**src/rtl/lsu_if.sv**
```systemverilog
// lsu_if: execute->LSU bus, AXI R/B response channels and LSU->writeback bus.
//   master : upstream / memory side (drives exu_*, rvalid/rdata/rresp, bvalid/bresp)
//   slave  : the LSU (drives ready_o, rready_o, bready_o, lsu_wbu_bus_o, valid_o)
// Bus widths: EXU_LSU_BUS_WIDTH = 194, LSU_WBU_BUS_WIDTH = 152.
interface lsu_if;
  logic         exu_valid_i;
  logic         exu_issue_i;
  logic [193:0] exu_lsu_bus_i;
  logic         ready_o;
  logic         rvalid_i;
  logic [31:0]  rdata_i;
  logic [1:0]   rresp_i;
  logic         rready_o;
  logic         bvalid_i;
  logic [1:0]   bresp_i;
  logic         bready_o;
  logic [151:0] lsu_wbu_bus_o;
  logic         valid_o;

  modport master (
    output exu_valid_i, exu_issue_i, exu_lsu_bus_i,
    output rvalid_i, rdata_i, rresp_i, bvalid_i, bresp_i,
    input  ready_o, rready_o, bready_o, lsu_wbu_bus_o, valid_o
  );
  modport slave (
    input  exu_valid_i, exu_issue_i, exu_lsu_bus_i,
    input  rvalid_i, rdata_i, rresp_i, bvalid_i, bresp_i,
    output ready_o, rready_o, bready_o, lsu_wbu_bus_o, valid_o
  );
endinterface

```
**src/rtl/lsu.sv**
```systemverilog
// lsu: load/store stage. Captures the execute bus, waits for the AXI R or B
// beat (one access outstanding), aligns/extends load data, resolves rd_wdata
// and emits one single-cycle record per instruction to writeback.
// Ports:
//   clock  - rising-edge clock
//   reset  - asynchronous active-low reset
//   io     - lsu_if.slave (execute bus, AXI R/B, writeback bus)
// Optional feature: LSU_ACCESS_FAULT_EN -- non-OKAY rresp/bresp raises
// access_fault and suppresses gr_we in that record.
module lsu (
  input  logic  clock,
  input  logic  reset,
  lsu_if.slave  io
);
  typedef struct packed {
    logic [31:0] csr_wdata;
    logic        res_from_compare;
    logic        compare_result;
    logic [31:0] snpc;
    logic        csr_we;
    logic [1:0]  mem_addr_mask;
    logic [3:0]  mem_re;
    logic        mem_we;
    logic [11:0] csr_addr;
    logic [31:0] alu_result;
    logic [31:0] csr_value;
    logic        res_from_mem;
    logic        res_from_csr;
    logic        gr_we;
    logic [4:0]  rd;
    logic        excp_flush;
    logic        xret_flush;
    logic        break_signal;
    logic        jmp_flag;
    logic [31:0] jmp_target;
  } exu_bus_t;

  typedef struct packed {
    logic        access_fault;
    logic [31:0] csr_wdata;
    logic        csr_we;
    logic [11:0] csr_addr;
    logic        gr_we;
    logic [4:0]  rd;
    logic [31:0] rd_wdata;
    logic        excp_flush;
    logic        xret_flush;
    logic        break_signal;
    logic        jmp_flag;
    logic [31:0] jmp_target;
    logic [31:0] snpc;
  } wbu_bus_t;

  typedef enum logic [1:0] {IDLE = 2'd0, WAIT_R = 2'd1, WAIT_B = 2'd2, DONE = 2'd3} state_t;

  state_t      state;
  exu_bus_t    ex_q;
  exu_bus_t    ex_in;
  logic [31:0] rdata_q;
  logic [1:0]  resp_q;
  logic        in_fire;

  assign ex_in       = io.exu_lsu_bus_i;
  assign io.ready_o  = (state == IDLE) | (state == DONE);
  assign io.rready_o = (state == WAIT_R);
  assign io.bready_o = (state == WAIT_B);
  assign io.valid_o  = (state == DONE);
  assign in_fire     = io.exu_valid_i & io.exu_issue_i & io.ready_o;

  always_ff @(posedge clock or negedge reset) begin
    if (!reset) begin
      state   <= IDLE;
      ex_q    <= '0;
      rdata_q <= '0;
      resp_q  <= '0;
    end else begin
      case (state)
        IDLE, DONE: begin
          if (in_fire) begin
            ex_q    <= ex_in;
            // Clear stale response so a non-memory op never inherits a fault.
            rdata_q <= '0;
            resp_q  <= '0;
            if (|ex_in.mem_re)    state <= WAIT_R;
            else if (ex_in.mem_we) state <= WAIT_B;
            else                   state <= DONE;
          end else begin
            state <= IDLE;
          end
        end
        WAIT_R: if (io.rvalid_i) begin
          rdata_q <= io.rdata_i;
          resp_q  <= io.rresp_i;
          state   <= DONE;
        end
        WAIT_B: if (io.bvalid_i) begin
          resp_q <= io.bresp_i;
          state  <= DONE;
        end
        default: state <= IDLE;
      endcase
    end
  end

  logic [31:0] shifted, load_data, rd_wdata;
  logic        fault;

  assign shifted = rdata_q >> {ex_q.mem_addr_mask, 3'b000};

  always_comb begin
    load_data = '0;
    case (ex_q.mem_re)
      4'b1111: load_data = shifted;
      4'b0011: load_data = {{16{shifted[15]}}, shifted[15:0]};
      4'b0111: load_data = {16'b0, shifted[15:0]};
      4'b0001: load_data = {{24{shifted[7]}}, shifted[7:0]};
      4'b0101: load_data = {24'b0, shifted[7:0]};
      default: load_data = '0;
    endcase
  end

  always_comb begin
    rd_wdata = ex_q.alu_result;
    if (ex_q.res_from_mem)          rd_wdata = load_data;
    else if (ex_q.res_from_csr)     rd_wdata = ex_q.csr_value;
    else if (ex_q.res_from_compare) rd_wdata = {31'b0, ex_q.compare_result};
  end

`ifdef LSU_ACCESS_FAULT_EN
  assign fault = |resp_q;
`else
  logic unused_resp;
  assign unused_resp = ^resp_q;
  assign fault       = 1'b0;
`endif

  wbu_bus_t wb;
  always_comb begin
    wb              = '0;
    wb.access_fault = fault;
    wb.csr_wdata    = ex_q.csr_wdata;
    wb.csr_we       = ex_q.csr_we;
    wb.csr_addr     = ex_q.csr_addr;
    wb.gr_we        = ex_q.gr_we & ~fault;
    wb.rd           = ex_q.rd;
    wb.rd_wdata     = rd_wdata;
    wb.excp_flush   = ex_q.excp_flush;
    wb.xret_flush   = ex_q.xret_flush;
    wb.break_signal = ex_q.break_signal;
    wb.jmp_flag     = ex_q.jmp_flag;
    wb.jmp_target   = ex_q.jmp_target;
    wb.snpc         = ex_q.snpc;
  end
  assign io.lsu_wbu_bus_o = wb;

endmodule

```
**src/flat_wrapper.sv**
```systemverilog
// flat-port wrapper written by rule: the top's interface ports become plain ports
module lsu_flat 
  (clock, reset, io_exu_valid_i, io_exu_issue_i, io_exu_lsu_bus_i, io_rvalid_i, io_rdata_i, io_rresp_i, io_bvalid_i, io_bresp_i, io_ready_o, io_rready_o, io_bready_o, io_lsu_wbu_bus_o, io_valid_o);
  lsu_if io_i ();
  input  logic clock;
  input  logic reset;
  input wire logic [$bits(io_i.exu_valid_i)-1:0] io_exu_valid_i;
  input wire logic [$bits(io_i.exu_issue_i)-1:0] io_exu_issue_i;
  input wire logic [$bits(io_i.exu_lsu_bus_i)-1:0] io_exu_lsu_bus_i;
  input wire logic [$bits(io_i.rvalid_i)-1:0] io_rvalid_i;
  input wire logic [$bits(io_i.rdata_i)-1:0] io_rdata_i;
  input wire logic [$bits(io_i.rresp_i)-1:0] io_rresp_i;
  input wire logic [$bits(io_i.bvalid_i)-1:0] io_bvalid_i;
  input wire logic [$bits(io_i.bresp_i)-1:0] io_bresp_i;
  output wire logic [$bits(io_i.ready_o)-1:0] io_ready_o;
  output wire logic [$bits(io_i.rready_o)-1:0] io_rready_o;
  output wire logic [$bits(io_i.bready_o)-1:0] io_bready_o;
  output wire logic [$bits(io_i.lsu_wbu_bus_o)-1:0] io_lsu_wbu_bus_o;
  output wire logic [$bits(io_i.valid_o)-1:0] io_valid_o;
  assign io_i.exu_valid_i = io_exu_valid_i;
  assign io_i.exu_issue_i = io_exu_issue_i;
  assign io_i.exu_lsu_bus_i = io_exu_lsu_bus_i;
  assign io_i.rvalid_i = io_rvalid_i;
  assign io_i.rdata_i = io_rdata_i;
  assign io_i.rresp_i = io_rresp_i;
  assign io_i.bvalid_i = io_bvalid_i;
  assign io_i.bresp_i = io_bresp_i;
  assign io_ready_o = io_i.ready_o;
  assign io_rready_o = io_i.rready_o;
  assign io_bready_o = io_i.bready_o;
  assign io_lsu_wbu_bus_o = io_i.lsu_wbu_bus_o;
  assign io_valid_o = io_i.valid_o;
  lsu u_core (.clock(clock), .reset(reset), .io(io_i));
endmodule
```
**config.mk**
```make
export PLATFORM = sky130hd
export DESIGN_NAME = lsu_flat
export DESIGN_NICKNAME = d
export VERILOG_FILES = /design/src/rtl/lsu_if.sv /design/src/rtl/lsu.sv /design/src/flat_wrapper.sv
export SDC_FILE = /design/constraint.sdc
export NUM_CORES = 1
export LEC_CHECK = 0
export ABC_AREA = 1
export CAP_MARGIN = 20
export CELL_PAD_IN_SITES_DETAIL_PLACEMENT = 2
export CELL_PAD_IN_SITES_GLOBAL_PLACEMENT = 2
export CORE_ASPECT_RATIO = 1.1
export CORE_UTILIZATION = 25
export DETAILED_ROUTE_END_ITERATION = 12
export GPL_ROUTABILITY_DRIVEN = 0
export HOLD_SLACK_MARGIN = 0.08
export PLACE_DENSITY = 0.91
export RECOVER_POWER = 50
export SLEW_MARGIN = 0
export SYNTH_ARGS = -nofsm -noshare
export SYNTH_HDL_FRONTEND = slang
export SYNTH_SLANG_ARGS = --single-unit
```
**constraint.sdc**
```tcl
create_clock -name clock -period 1.8 [get_ports clock]
set_input_delay 0.18 -clock clock [delete_from_list [all_inputs] [get_ports clock]]
set_output_delay 0.18 -clock clock [all_outputs]
set_load 0.01 [all_outputs]
```
==> out/metrics.csv <==
metric,value,unit
post-placement cell count,2289,
"Hold Violations, Final",0,
layout cells sized above 1,22.6,%
Die Area,46400,sq um
Pwr per Cell Area,1830,nW/um^2
initial antenna violation count,2,
GRT Overall Usage,20.9,%
drc violations,0,
die width,205,microns
Worst Skew,0.00996,ns
"Seq/Total Area, Yosys",49.9,%
failing checks,negative setup slack,
mapped cell area,11400,sq um
Worst-Margin Slew,1.42,ns
Via Count,11000,
worst hold stages,3,
Via density,4.61,
crit share post-route,129,%
syn avg cell area,7.93,sq um
final setup fails,219,
CTS max path bufs,3,
first-pass GRT wire length,74200,microns
CTS tree,built,
slew margin rel.,5.00,%
"Clk pin slew, worst setup/hold paths",0.07,ns
crit path max-delay cell type,dfrtp_2,
RR Endpoint,u_core.ex_q[107],
"Cell Count, Final, Fillers Out",2383,
vias in the first global route,12500,
CP Max Fanout,6,
area of the multi-input gates,4710,sq um
reg-to-reg setup timing slack,-0.23,ns
"top cells by count, synth","683 x nand2_1, 227 x dfrtp_1, 121 x buf_4",
# fillers,4819,
Synth top area share,49.9,%
Setup crit start kind,flop,
Port Buffers,386,
Ys Warns,0,
min Tclk post-route,2.33,ns
gr ovfl total,0,
Synth area leaders,"dfrtp_1 50%, nand2_1 23%, buf_4 8.0%, o21ai_0 4.5%, inv_1 2.7%",
syn nets,1674,
Yosys reg bits,227,
Leak,8.46,nW
crit end category,output port,
Die Height,226,microns
RSZ-0062 raised after global routing,true,
Top Family by Delay on Critical Path,simple AND/OR/NAND/NOR gates,
count of cell types in the netlist,24,
"count leader, synth",nand2_1,
CTS root buffer,clkbuf_16,
Critical Path RT,1.62,ns
min-delay worst type,in2reg,
Routed WL per cell,22.7,microns
# rows,81,
status,"finished, violations left",
Reg area,5690,sq um
Final nets,2017,
hold-critical path endpoint,u_core.io.lsu_wbu_bus_o[147],
total CTS buffers,28,
crit-path cells,"buf_4, nand2_2, nand3_4, nand3_4, buf_6, nand3_1, nand2_1, nand2_1, buf_4",
Critical Path Start,u_core.ex_q[125],
DRC marker count from the first detailed-route iteration,429,
Gate Count Post-Synth,1435,
"slowest stage delay, CP",0.43,ns
DRT Wirelength,54200,microns
core area,44700,sq um
total power,32.4,mW
number of synthesized flops with an enable pin,0,
critical path class,reg2out,
Ports,392,
fin. max-slew vios,0,
htree depth,1,
setup TNS,-29.54,ns
max_cap viols,0,
final worst slack,-0.529,ns
Post-synth ARST share,100,%
Detail Route Antenna Nets,0,
worst IR drop on VDD,1.04,mV
maximum clock rate,429,MHz
worst-skew pair later-pin latency,0.56,ns
clock sink total,227,
Hold Crit Start,io_exu_lsu_bus_i[190],
largest net degree at the start of global routing,97,
cell count of the worst reg-to-reg path,8,
Yosys top cell by area,dfrtp_1,
CP Buf/Inv Count,3,
Initial Util,25.5,%
FF-to-FF Start,u_core.state[1],
Finished Core Util,39.6,%
drt first pass iters,4,
Synth Flop Type,dfrtp_1,
dpl hpwl,35700,microns
Area Growth Syn to Fin,55.6,%
WP depth,9,
critical path arrival,2.15,ns
## report_power, final
part / switching [mW] / total, mW / internal [mW]
clock network: 2.43 / 5.79 / 3.36
registers: 1.61 / 9.07 / 7.46
logic: 9.60 / 17.5 / 7.93
## cells by family (layout without fill, tap and decap cells)
family                   count (synthesis)  after routing  share of synthesized area (%)
buffers and inverters                  284            647                           14.5
adder cells (fa/ha/maj)                  3              3                          0.330
AO/OA/AOI/OAI                          150            150                           7.55
AND/OR/NAND/NOR                        770            772                           27.6
other                                    1              3                         0.0330
flip-flops                             227            227                           49.9
## worst max-delay path by stage
stage | to | slack, ns
after global routing | io_lsu_wbu_bus_o[96] | -0.62
after detailed placement | io_lsu_wbu_bus_o[74] | -0.42
after global placement | io_lsu_wbu_bus_o[73] | -0.35
after CTS | io_lsu_wbu_bus_o[93] | -0.39
final | io_lsu_wbu_bus_o[96] | -0.53
after floorplan | u_core.rdata_q[1] | 0.10
## metrics by stage
| stage | instance area, sq um | hold slack, ns | worst slack [ns] |
|---|---|---|---|
| global route | 17700 | 0.157 | -0.625 |
| global placement | 15500 | 0.124 | -0.353 |
| floorplan | 11400 | -0.116 | 0.103 |
| finish | 17700 | 0.155 | -0.529 |
| CTS | 16700 | 0.124 | -0.388 |
| detailed placement | 15500 | 0.133 | -0.421 |
## layout make-up
cell class	count	share of cell area [%]
antenna	2	0.0283
multi-input combinational	926	26.6
inverter	85	1.90
clock buffer	36	4.42
tap	581	4.11
sequential	227	32.1
clock inverter	16	0.820
timing repair buffer	510	30.0
## cell usage in the layout (no fill, tap or decap), drive strengths merged, types with 3 or more instances in the layout
cell type	instances
nand2	683
clkdlybuf4s50	335
dfrtp	227
buf	138
o21ai	135
inv	85
nand3	70
clkbuf	55
dlygate4sd3	15
nor2	14
a21oi	14
clkinv	11
clkinvlp	3
ha	3
## worst register-to-register path, stage by stage, from the launching register on
cell and delay (ns):
dfrtp_1 0.39, clkbuf_1 0.12, ha_2 0.34, nand3_2 0.19
inv_4 0.26, buf_4 0.20, clkbuf_16 0.20, nand2_1 0.10
o21ai_0 0.13
## what timing repair did
action	4_1_cts	5_1_grt
pin swaps	14	47
hold endpoints to repair	227	0
gates resized for setup	275	161
hold buffers	1	0
gates cloned	3	13
endpoints found under the setup margin	97	74
buffers inserted	9	17
## metal layers
metal / routed length [microns] / global-route usage (%) / part of all wire, %
met1: 20400 / 23.4 / 38
met2: 29100 / 39.3 / 54
met3: 3180 / 4.37 / 5.9
met4: 1510 / 5.69 / 2.8
met5: 13 / 0 / 0.024
## registers in the layout, indices dropped and copies added (netlist names)
register	cells
u_core.rdata_q	32
u_core.ex_q	74
u_core.state	2
u_core.io.lsu_wbu_bus_o	119
(Power assumes the default switching activity.)
